[config.mk]
export PLATFORM = sky130hd
export DESIGN_NAME = sdram_aref_pend
export DESIGN_NICKNAME = d
export VERILOG_FILES = /design/src/rtl/sdram_aref_pend.sv
export SDC_FILE = /design/constraint.sdc
export NUM_CORES = 1
export LEC_CHECK = 0
export CAP_MARGIN = 10
export CELL_PAD_IN_SITES_DETAIL_PLACEMENT = 1
export CELL_PAD_IN_SITES_GLOBAL_PLACEMENT = 2
export CORE_MARGIN = 8
export CORE_UTILIZATION = 28
export DETAILED_ROUTE_END_ITERATION = 7
export PLACE_DENSITY_LB_ADDON = 0.1
export SYNTH_ARGS = -nofsm -noshare
export SYNTH_HDL_FRONTEND = slang
export SYNTH_SLANG_ARGS = --single-unit
[constraint.sdc]
create_clock -name sclk -period 1.9 [get_ports sclk]
set_input_delay 0.19 -clock sclk [delete_from_list [all_inputs] [get_ports sclk]]
set_output_delay 0.19 -clock sclk [all_outputs]
set_load 0.02 [all_outputs]
[src/rtl/sdram_aref_pend.sv]
// SDRAM auto-refresh engine: interval timer, postponed-refresh queue and
// PRE/AREF command sequencer with optional burst drain on a single grant.
module sdram_aref_pend #(
    parameter int unsigned ADDR_W       = 13,
    parameter int unsigned REF_INTERVAL = 390,
    parameter int unsigned T_RP         = 2,
    parameter int unsigned T_RFC        = 7,
    parameter int unsigned MAX_PEND     = 8,
    parameter int unsigned URGENT_TH    = 6
) (
    input  logic                             sclk,
    input  logic                             s_rst,
    input  logic                             flag_init_end,
    input  logic                             ref_en,
    input  logic                             ref_burst,
    output logic                             ref_req,
    output logic                             ref_urgent,
    output logic                             ref_busy,
    output logic                             flag_ref_end,
    output logic [3:0]                       aref_cmd,
    output logic [ADDR_W-1:0]                sdram_addr,
    output logic [$clog2(MAX_PEND+1)-1:0]    pend_cnt,
    output logic                             pend_ovf
);

    localparam int unsigned PEND_W   = $clog2(MAX_PEND + 1);
    localparam int unsigned CNT_W    = (REF_INTERVAL > 1) ? $clog2(REF_INTERVAL) : 1;
    localparam int unsigned WAIT_W   = $clog2(T_RP + T_RFC + 1);
    localparam int unsigned RP_LAST  = (T_RP > 1) ? T_RP - 2 : 0;
    localparam int unsigned RFC_LAST = T_RFC - 2;

    localparam logic [3:0] CMD_NOP  = 4'b0111;
    localparam logic [3:0] CMD_PRE  = 4'b0010;
    localparam logic [3:0] CMD_AREF = 4'b0001;

    localparam logic [ADDR_W-1:0] ADDR_PRE_ALL = ADDR_W'(1) << 10;

    typedef enum logic [2:0] {
        S_IDLE,
        S_PRE,
        S_WAIT_RP,
        S_AREF,
        S_WAIT_RFC
    } state_t;

    state_t              state, state_nxt;
    logic [WAIT_W-1:0]   wcnt, wcnt_nxt;
    logic [CNT_W-1:0]    icnt, icnt_nxt;
    logic [PEND_W-1:0]   pend_nxt;
    logic                burst_q, burst_nxt;
    logic                ovf_nxt;
    logic                tick;
    logic                aref_now;
    logic                req_nxt, urg_nxt, busy_nxt, end_nxt;
    logic [3:0]          cmd_nxt;
    logic [ADDR_W-1:0]   addr_nxt;

    // State and registered outputs
    always_ff @(posedge sclk) begin
        if (s_rst) begin
            state        <= S_IDLE;
            wcnt         <= '0;
            icnt         <= '0;
            burst_q      <= 1'b0;
            pend_cnt     <= '0;
            pend_ovf     <= 1'b0;
            ref_req      <= 1'b0;
            ref_urgent   <= 1'b0;
            ref_busy     <= 1'b0;
            flag_ref_end <= 1'b0;
            aref_cmd     <= CMD_NOP;
            sdram_addr   <= '0;
        end else begin
            state        <= state_nxt;
            wcnt         <= wcnt_nxt;
            icnt         <= icnt_nxt;
            burst_q      <= burst_nxt;
            pend_cnt     <= pend_nxt;
            pend_ovf     <= ovf_nxt;
            ref_req      <= req_nxt;
            ref_urgent   <= urg_nxt;
            ref_busy     <= busy_nxt;
            flag_ref_end <= end_nxt;
            aref_cmd     <= cmd_nxt;
            sdram_addr   <= addr_nxt;
        end
    end

    // Next state, queue accounting and output lookahead
    always_comb begin
        state_nxt = state;
        wcnt_nxt  = wcnt;
        burst_nxt = burst_q;
        pend_nxt  = pend_cnt;
        ovf_nxt   = pend_ovf;
        tick      = flag_init_end && (icnt == CNT_W'(REF_INTERVAL - 1));
        aref_now  = (state == S_AREF);
        icnt_nxt  = tick ? '0 : icnt + CNT_W'(1);

        // A tick and an AREF in the same cycle cancel out
        if (tick && !aref_now) begin
            if (pend_cnt == PEND_W'(MAX_PEND)) begin
                ovf_nxt = 1'b1;
            end else begin
                pend_nxt = pend_cnt + PEND_W'(1);
            end
        end else if (!tick && aref_now && (pend_cnt != '0)) begin
            pend_nxt = pend_cnt - PEND_W'(1);
        end

        case (state)
            S_IDLE: begin
                if (ref_en && (pend_cnt != '0)) begin
                    state_nxt = S_PRE;
                    burst_nxt = ref_burst;
                end
            end
            S_PRE: begin
                wcnt_nxt  = '0;
                state_nxt = (T_RP == 1) ? S_AREF : S_WAIT_RP;
            end
            S_WAIT_RP: begin
                if (wcnt == WAIT_W'(RP_LAST)) begin
                    state_nxt = S_AREF;
                end else begin
                    wcnt_nxt = wcnt + WAIT_W'(1);
                end
            end
            S_AREF: begin
                wcnt_nxt  = '0;
                state_nxt = S_WAIT_RFC;
            end
            S_WAIT_RFC: begin
                if (wcnt == WAIT_W'(RFC_LAST)) begin
                    state_nxt = (burst_q && (pend_cnt != '0)) ? S_AREF : S_IDLE;
                end else begin
                    wcnt_nxt = wcnt + WAIT_W'(1);
                end
            end
            default: state_nxt = S_IDLE;
        endcase

        // Init loss aborts everything except the sticky overflow
        if (!flag_init_end) begin
            state_nxt = S_IDLE;
            wcnt_nxt  = '0;
            icnt_nxt  = '0;
            pend_nxt  = '0;
        end

        req_nxt  = (state_nxt == S_IDLE) && (pend_nxt != '0);
        urg_nxt  = (pend_nxt >= PEND_W'(URGENT_TH));
        busy_nxt = (state_nxt != S_IDLE);
        // End pulse coincides with the final WAIT_RFC cycle that returns to IDLE
        end_nxt  = (state_nxt == S_WAIT_RFC) && (wcnt_nxt == WAIT_W'(RFC_LAST)) &&
                   !(burst_nxt && (pend_nxt != '0));

        cmd_nxt  = CMD_NOP;
        addr_nxt = '0;
        if (state_nxt == S_PRE) begin
            cmd_nxt  = CMD_PRE;
            addr_nxt = ADDR_PRE_ALL;
        end else if (state_nxt == S_AREF) begin
            cmd_nxt  = CMD_AREF;
        end
    end

endmodule

Yosys cells after proc, flatten, opt, wreduce, memory -nomap -nowiden
Index checks and enable logic that the tools add are counted.
{"block": "op_classes", "addsub": 4, "n_lt_le_gt_ge": 1, "n_eq_ne": 11, "muxes": 19, "n_bitwise": 1, "n_reduce_logical": 23}
{"cell": "two-way mux 4 bit", "n": 7}
{"cell": "two-way mux 3 bit", "n": 6}
{"cell": "one-hot mux 3 bit (5 select lines)", "n": 1}
{"cell": "one-hot mux 4 bit (3 select lines)", "n": 1}
{"cell": "two-way mux 11 bit", "n": 1}
{"cell": "logical AND 1 bit", "n": 10}
{"cell": "adder 9 x 1 -> 9 bit (second input constant)", "n": 1}
{"cell": "equality test 3 x 2 -> 1 bit (second input constant)", "n": 3}
{"cell": "equality test 9 bit (second input constant)", "n": 1}
{"cell": "adder 4 x 1 -> 4 bit (second input constant)", "n": 2}
{"cell": "equality test 4 x 3 -> 1 bit (second input constant)", "n": 2}
{"cell": "nonzero test 4 bit", "n": 2}
{"cell": "equality test 3 x 1 -> 1 bit (second input constant)", "n": 2}
{"cell": "equality test 3 bit (second input constant)", "n": 2}
{"cell": "zero test 3 bit", "n": 2}
{"cell": "equality test 4 bit (second input constant)", "n": 1}
{"cell": "greater-or-equal comparator 4 x 3 -> 1 bit (second input constant)", "n": 1}
{"cell": "zero test 4 bit", "n": 1}
{"cell": "OR reduction 2 bit", "n": 2}
{"cell": "subtractor 4 x 1 -> 4 bit (second input constant)", "n": 1}
{"cell": "zero test 1 bit", "n": 3}
{"cell": "nonzero test 3 bit", "n": 1}
{"cell": "OR reduction 3 bit", "n": 1}
{"cell": "two-way mux 1 bit", "n": 2}
{"cell": "3 further kinds", "n": 3}
{"block": "totals", "ff_bits": 43, "inputBits": 5, "out_inout_bits": 26, "wordCells": 72}

Depth between registers and ports, before layout
Gate-level depths: netlist of the first run.
{"block": "depth", "depth_word": 12, "depth_mapped": 8, "depth_no_buf": 8}

Worst setup path after synthesis of the first run
No wires, ideal clock.
{"block": "synth_path", "path_type": "reg2reg", "startpoint": "register pend_cnt[1]", "endpoint": "register ref_req", "setup_time_ns": 0.129, "arrival_ns": 1.887, "required_ns": 1.771, "path_slack_ns": -0.116, "stages_incl_launch_ff": 9, "n_path_buf": 0, "period_less_slack_ns": 2.016, "path_cell_list": "dfxtp_1 -> inv_1 -> ha_1 -> or3b_1 -> nand2_1 -> o221a_2 -> nor4_1 -> o211ai_2 -> nor3b_2"}
{"block": "synth_between", "elab_chain_cells": 8, "elab_cells_between_ends": 19, "cone_classes": "2 x add/sub; 1 x eq/ne; 9 x mux; 7 x reduce/logical"}
{"element": "start: declaration", "line_no": "22", "rtl": "output logic [$clog2(MAX_PEND+1)-1:0] pend_cnt,"}
{"element": "start signal: assignment", "line_no": "78", "rtl": "pend_cnt <= pend_nxt;"}
{"element": "nonzero test 4 bit", "line_no": "107, 113, 135"}
{"element": "logical AND 1 bit", "line_no": "135", "rtl": "state_nxt = (burst_q && (pend_cnt != '0)) ? S_AREF : S_IDLE;"}
{"element": "two-way mux 2 bit", "line_no": "135"}
{"element": "two-way mux 3 bit", "line_no": "134", "rtl": "if (wcnt == WAIT_W'(RFC_LAST)) begin"}
{"element": "one-hot mux 3 bit (5 select lines)", "line_no": "111", "rtl": "case (state)"}
{"element": "two-way mux 3 bit", "line_no": "144", "rtl": "if (!flag_init_end) begin"}
{"element": "zero test 3 bit", "line_no": "151", "rtl": "req_nxt = (state_nxt == S_IDLE) && (pend_nxt != '0);"}
{"element": "logical AND 1 bit *", "line_no": "151"}
{"element": "end signal: assignment", "line_no": "80", "rtl": "ref_req <= req_nxt;"}
{"element": "end: declaration", "line_no": "16", "rtl": "output logic ref_req,"}
Mark *: on every way between the ends. The rest lies on a longest branch, timed or not.
A chain may end at the register's enable or synchronous reset.

Final worst setup path of the first run
{"block": "layout_path", "startpoint": "register wcnt[0]", "endpoint": "register flag_ref_end"}
{"block": "layout_between", "elab_chain_cells": 7, "elab_cells_between_ends": 15, "cone_classes": "1 x add/sub; 3 x eq/ne; 8 x mux; 3 x reduce/logical"}
{"element": "start: declaration", "line_no": "47", "rtl": "logic [WAIT_W-1:0] wcnt, wcnt_nxt;"}
{"element": "start signal: assignment", "line_no": "75", "rtl": "wcnt <= wcnt_nxt;"}
{"element": "adder 4 x 1 -> 4 bit, or another cell as far along", "line_no": "126, 137"}
{"element": "two-way mux 4 bit, or another cell as far along", "line_no": "134"}
{"element": "one-hot mux 4 bit (3 select lines) / one-hot mux 3 bit (5 select lines) (equally long branches)", "line_no": "111"}
{"element": "two-way mux 4 bit / two-way mux 3 bit (equally long branches)", "line_no": "144"}
{"element": "equality test 4 x 3 -> 1 bit / equality test 3 bit (equally long branches)", "line_no": "155", "rtl": "end_nxt = (state_nxt == S_WAIT_RFC) && (wcnt_nxt == WAIT_W'(RFC_LAST)) &&"}
{"element": "logical AND 1 bit * (2 in series)", "line_no": "155"}
{"element": "end signal: assignment", "line_no": "83", "rtl": "flag_ref_end <= end_nxt;"}
{"element": "end: declaration", "line_no": "19", "rtl": "output logic flag_ref_end,"}
Marked as above.

==> flow_summary.yaml, run 1 <==
critical_path:
  reg2reg_to: "flag_ref_end$_SDFF_PP0_"
  critPathArrivalTime_ns: 2.09
  reg2regPathDepth: 7
  startpoint_type: "flop"
  max_stage_delay_ns: 0.45
  crit_required_ns: 2.10
  reg2reg_from: "wcnt[0]$_SDFF_PP0_"
  end_kind: "flop"
  reg2reg_slack_ns: 0.009
  crit_chain: "inv_1 > ha_1 > or3b_2 > a32o_2 > a22oi_2 > nand3b_1 > a211oi_2"
  cp_max_fo: 4
  worst-setup-path-type: "reg2reg"
  crit_slowest_cell: "or3b_2"
synth:
  ys_ff_latch: 30
  netlist_instances: 189
  yosysMostFrequentCell: "dfxtp_1"
  ys_top_cells_by_count: "dfxtp_1, nor2_1, buf_4"
  yosysSeqAreaShare: 0.352
  yosysTopAreaCell: "dfxtp_1"
  synth_ff_type: "dfxtp_1"
  yosysTopAreaCellShare: 0.352
  synthTopCellsByArea: "dfxtp_1, buf_4, ha_1"
  synth_edf_count: 0
  ys_types: 58
  syn_area_um2: 1700
  synth_area_per_cell_um2: 9.02
  synthArstFlopShare: 0
  yosysWarnings: 0
pwr:
  seq_power_share: 0.515
  ir_drop_v: 0.000283
  p_sw_frac: 0.230
  power_per_cell_area_nw_per_um2: 512
  internal_power_mw: 0.945
  switching_power_mw: 0.282
  p_clk_frac: 0.430
  pwr-share-comb: 0.056
  leakage_nw: 0.984
place:
  place_hpwl_um: 3660
  dp_cells: 310
  place_area_um2: 2160
  port_buffers: 17
  gp_congestion: 0.796
run:
  cap_violations: 0
die:
  ioPinCount: 31
  coreArea_um2: 5890
  fp.dieH_um: 94.0
  fp.dieArea_um2: 8840
  rows: 28
  die_x_um: 94.0
  start_util: 0.290
grt:
  grt_overflow: 0
  grt_pass1_wl_um: 7630
  grt_max_degree: 13
  antenna_found_initial: 0
  grt_pass1_vias: 1632
  grt.total_usage: 0.109
timing:
  hold_viol: 0
  setup_viol: 0
  period_share: 0.995
  clock.fmax_mhz: 529
  post-route-min-period_ns: 1.89
  finalClockSkew_ns: 0.00466
  rsz0062_at_grt: "true"
  slew_viol_final: 0
min_path:
  min_to: "pend_ovf$_SDFFE_PP0P_"
  min_path_cells: 2
  hold_start: "pend_ovf$_SDFFE_PP0P_"
  hold_class: "reg2reg"
clock_tree:
  clk_pin_slew_worst_paths_ns: 0.07
  root_buffer: "clkbuf_8"
  cts_buffer_depth: 2
  htree_levels: 2
  insertion_delay_ns: 0.28
  cts_tree: "done"
  clock_sinks: 30
  cts_buffers: 5
  holdBufCountCts: 0
layout:
  postLayoutCellArea_um2: 2400
  num-nets-final: 254
  regArea_um2: 611
  fillers: 703
  area_delta_synth_final_pct: 40.7
  drive_gt1_frac: 0.354
  multi_input_area_um2: 1090
  num_antenna_cells: 0
  final_cell_count_no_fill: 318
outcome:
  status: "complete, no violations"
routing:
  drt-initial-drc-count: 63
  drc: 0
  drtAntennaViolNets: 0
  first_pass_iters: 5
  wl_um: 4760
  wl_per_cell_um: 15.0
  avgViaCountPerCell: 4.75
  vias: 1510
-- how the worst max path moves through the flow --
stage                                      start                       to  slack, ns  cells after the start
after global routing          wcnt[0]$_SDFF_PP0_  flag_ref_end$_SDFF_PP0_      -0.09                      7
after global placement             flag_init_end       ref_req$_SDFF_PP0_      -0.14                      8
after CTS                     icnt[1]$_SDFF_PP0_       ref_req$_SDFF_PP0_      -0.01                      9
final                         wcnt[0]$_SDFF_PP0_  flag_ref_end$_SDFF_PP0_      0.009                      7
after detailed placement           flag_init_end       ref_req$_SDFF_PP0_      -0.21                      8
after floorplan           pend_cnt[1]$_SDFF_PP0_       ref_req$_SDFF_PP0_      0.002                      8
-- cell families after synthesis --
logic type | share of synthesized area
compound gates | 0.143
xor+xnor | 0.0514
flops | 0.352
mux | 0.0117
other cells | 0.00220
fa+ha+maj | 0.0514
simple gates | 0.277
buf+inv | 0.111
-- power groups by stage --
stage          clock [mW]  sequential [mW]  combinational [mW]
6_report            0.527            0.632              0.0684
2_1_floorplan           0            0.645              0.0608
3_5_place_dp            0            0.645              0.0656
5_1_grt             0.577            0.631              0.0758
4_1_cts             0.550            0.631              0.0657
3_3_place_gp            0            0.645              0.0653
-- per-layer routing --
layer	GRT usage	routed length (um)	up-vias
li1	-	-	735
met1	0.112	1930	740
met2	0.204	2600	27
met3	0.0248	145	8
met4	0.0489	85	0
met5	0	0	-
-- critical path, delay by kind of cell (launching register included) --
kind,cells,cell delay (ns)
compound gates,3,0.67
fa+ha+maj,1,0.17
buf+inv,1,0.06
flops,1,0.34
simple gates,2,0.59
-- metrics by stage --
| step | util | hold slack (ns) | worst slack (ns) | power [mW] | setup TNS, ns |
|---|---|---|---|---|---|
| 2_1_floorplan | - | 0.354 | 0.00221 | 0.706 | 0 |
| 3_3_place_gp | 0.367 | 0.454 | -0.136 | 0.710 | -0.415 |
| 3_5_place_dp | 0.367 | 0.471 | -0.214 | 0.710 | -0.981 |
| 4_1_cts | 0.389 | 0.501 | -0.0147 | 1.25 | -0.0291 |
| 5_1_grt | 0.408 | 0.529 | -0.0926 | 1.28 | -0.214 |
| 6_report | 0.408 | 0.485 | 0.00918 | 1.23 | 0 |
-- sequential cells by signal, summed over array words and instances (netlist names) --
name and cells:
state 3, sdram_addr 1, pend_cnt 4, wcnt 4, aref_cmd 3, ref_req 1
pend_ovf 1, ref_urgent 1, ref_busy 1, burst_q 1, icnt 9, flag_ref_end 1
-- placed cells by master (no fill, tap or decap), types with 3 or more instances in the layout --
cell             instances
buf_4                   36
dfxtp_1                 24
nor2_1                  22
clkdlybuf4s50_1         17
conb_1                  13
nand3_1                  9
inv_1                    8
nand2_1                  7
xnor2_1                  6
clkbuf_8                 6
a21oi_1                  5
ha_1                     5
dfxtp_2                  5
o21ai_0                  4
xor2_1                   4
nand3b_1                 3
nor2b_1                  3
and3_1                   3
buf_6                    3
-- repair_timing --
item,in CTS,in global routing
pin swaps,6,4
setup buffers,1,1
resized for setup,10,26
endpoints found under the setup margin,4,8
-- cell type report --
type	instances	share of cell area
Clock inverter	1	0.00209
Clock buffer	7	0.0360
Timing Repair Buffer	56	0.198
Tap cell	75	0.0391
Inverter	9	0.0141
Multi-Input combinational cell	140	0.456
Sequential cell	30	0.255
Note: power is estimated with default switching activity, not from simulation.
==> run 2, diff against run 1 <==
CTS_BUF_LIST = sky130_fd_sc_hd__clkbuf_16   (was default)
==> run 2 against run 1 <==
  * The run now ends with negative setup slack left
  * Global-route usage grew 0.43 points
  * Via count grew 0.20%
  * Sequential share of layout area shrank 0.46 points
  * Clock power grew 39%
  * Highest routed layer unchanged
  * Clock skew shrank 0.0027 ns
==> flow_summary.yaml, run 2 (synthesized netlist as in run 1, its figures left out) <==
outcome:
  status: "complete, but fails checks"
  violations: "negative setup slack"
place:
  place_ws_ns: -0.214
  port_buffers: 17
  gp_congestion: 0.796
  dp_cells: 310
  place_hpwl_um: 3660
grt:
  antenna_found_initial: 0
  grt_pass1_vias: 1649
  grt.total_usage: 0.113
  grt_overflow: 0
  grt_max_degree: 13
  grt_pass1_wl_um: 7800
critical_path:
  worst-setup-path-type: "reg2reg"
  reg2reg_slack_ns: -0.02
  reg2regPathDepth: 9
  end_kind: "flop"
  crit_slowest_cell: "dfxtp_2"
  startpoint_type: "flop"
  max_stage_delay_ns: 0.32
  reg2reg_from: "icnt[1]$_SDFF_PP0_"
  cp_max_fo: 7
  path_common_cell: "nor4_4"
  crit_required_ns: 2.07
  critPathArrivalTime_ns: 2.08
  setup.worst_path.start: "icnt[1]$_SDFF_PP0_"
  reg2reg_to: "ref_req$_SDFF_PP0_"
  crit_chain: "inv_2 > ha_4 > nand3b_1 > nor4_4 > buf_6 > a221oi_4 > nor4_4 > o211ai_2 > nor3b_2"
min_path:
  min_to: "pend_ovf$_SDFFE_PP0P_"
  min_path_cells: 2
  hold_start: "pend_ovf$_SDFFE_PP0P_"
  hold_class: "reg2reg"
clock_tree:
  clock_sinks: 30
  holdBufCountCts: 0
  insertion_delay_ns: 0.27
  htree_levels: 2
  root_buffer: "clkbuf_16"
  cts_tree: "done"
  cts_buffer_depth: 2
  cts_buffers: 5
  clk_pin_slew_worst_paths_ns: 0.05
layout:
  fin_util: 0.414
  area_delta_synth_final_pct: 43.0
  fillers: 689
  regMostFlops: "icnt"
  final_cell_count_no_fill: 321
  final_cell_mix: "buf_4, dfxtp_1, nor2_1"
  final_common_cell: "buf_4"
  num-nets-final: 257
  top_regs: "icnt (9), pend_cnt (4), wcnt (4)"
  num_antenna_cells: 0
  drive_gt1_frac: 0.329
  largest_reg_flops: 9
run:
  cap_violations: 0
routing:
  first_pass_iters: 4
  wl_per_cell_um: 15.0
  avgViaCountPerCell: 4.71
  drtAntennaViolNets: 0
  wl_um: 4810
  vias: 1513
  drc: 0
  drt-initial-drc-count: 55
timing:
  rsz0062_at_grt: "true"
  clock.fmax_mhz: 521
  hold_viol: 0
  tns_ns: -0.0264
  setup_ws_ns: -0.0186
  post-route-min-period_ns: 1.92
  period_share: 1.01
  finalClockSkew_ns: 0.00201
  slew_viol_final: 0
  setup_viol: 2
pwr:
  ir_drop_v: 0.000449
  power_per_cell_area_nw_per_um2: 589
  pwr-share-comb: 0.048
  internal_power_mw: 1.13
  p_clk_frac: 0.511
  leakage_nw: 1.01
  seq_power_share: 0.441
  switching_power_mw: 0.309
  p_sw_frac: 0.215
die:
  coreArea_um2: 5890
  start_util: 0.290
  fp.dieH_um: 94.0
  fp.dieArea_um2: 8840
  die_x_um: 94.0
  rows: 28
  ioPinCount: 31
-- run 2: worst max path at each step --
stage	endpoint	slack (ns)	cells after the start
3_5_place_dp	ref_req$_SDFF_PP0_	-0.21	8
2_1_floorplan	ref_req$_SDFF_PP0_	0.002	8
4_1_cts	ref_urgent$_SDFF_PP0_	-0.06	8
6_report	ref_req$_SDFF_PP0_	-0.02	9
5_1_grt	ref_req$_SDFF_PP0_	-0.1	9
3_3_place_gp	ref_req$_SDFF_PP0_	-0.14	8
-- run 2: power groups by stage --
stage	combinational (mW)	clock (mW)	sequential, mW
detailed placement	0.0656	0	0.645
global route	0.0759	0.787	0.632
finish	0.0690	0.733	0.633
global placement	0.0653	0	0.645
floorplan	0.0608	0	0.645
CTS	0.0663	0.760	0.632
-- run 2: critical path, delay by kind of cell (launching register included) --
family	cells	cell delay (ns)
simple gates	4	0.93
flops	1	0.32
buf+inv	2	0.23
compound gates	2	0.22
fa+ha+maj	1	0.11
-- run 2: repair_timing --
action,in CTS,in global routing
pin swaps,7,10
setup endpoints to repair,4,11
hold endpoints to repair,0,0
gates cloned,0,0
buffers inserted,0,4
gates resized for setup,11,13
-- run 2: routing by layer --
layer  track usage  up-vias  wire length, um
met5             0        -                0
met4        0.0594        0              106
met3        0.0304       10              150
met2         0.211       26             2590
met1         0.112      735             1960
li1              -      742                -
-- run 2: metrics by stage --
stage	instance area (um2)	hold slack [ns]	total power, mW
2_1_floorplan	1760	0.354	0.706
3_3_place_gp	2160	0.454	0.710
3_5_place_dp	2160	0.471	0.710
4_1_cts	2340	0.497	1.46
5_1_grt	2440	0.525	1.49
6_report	2440	0.480	1.44
-- run 2: layout make-up --
| cell class | instances | area (um2) | share of cell area |
|---|---|---|---|
| clock buffer | 5 | 125 | 0.0513 |
| clock inverter | 3 | 12.5 | 0.00513 |
| inverter | 9 | 33.8 | 0.0139 |
| multi-input combinational | 140 | 1070 | 0.440 |
| sequential | 30 | 609 | 0.250 |
| tap | 75 | 93.8 | 0.0385 |
| timing repair buffer | 59 | 489 | 0.201 |
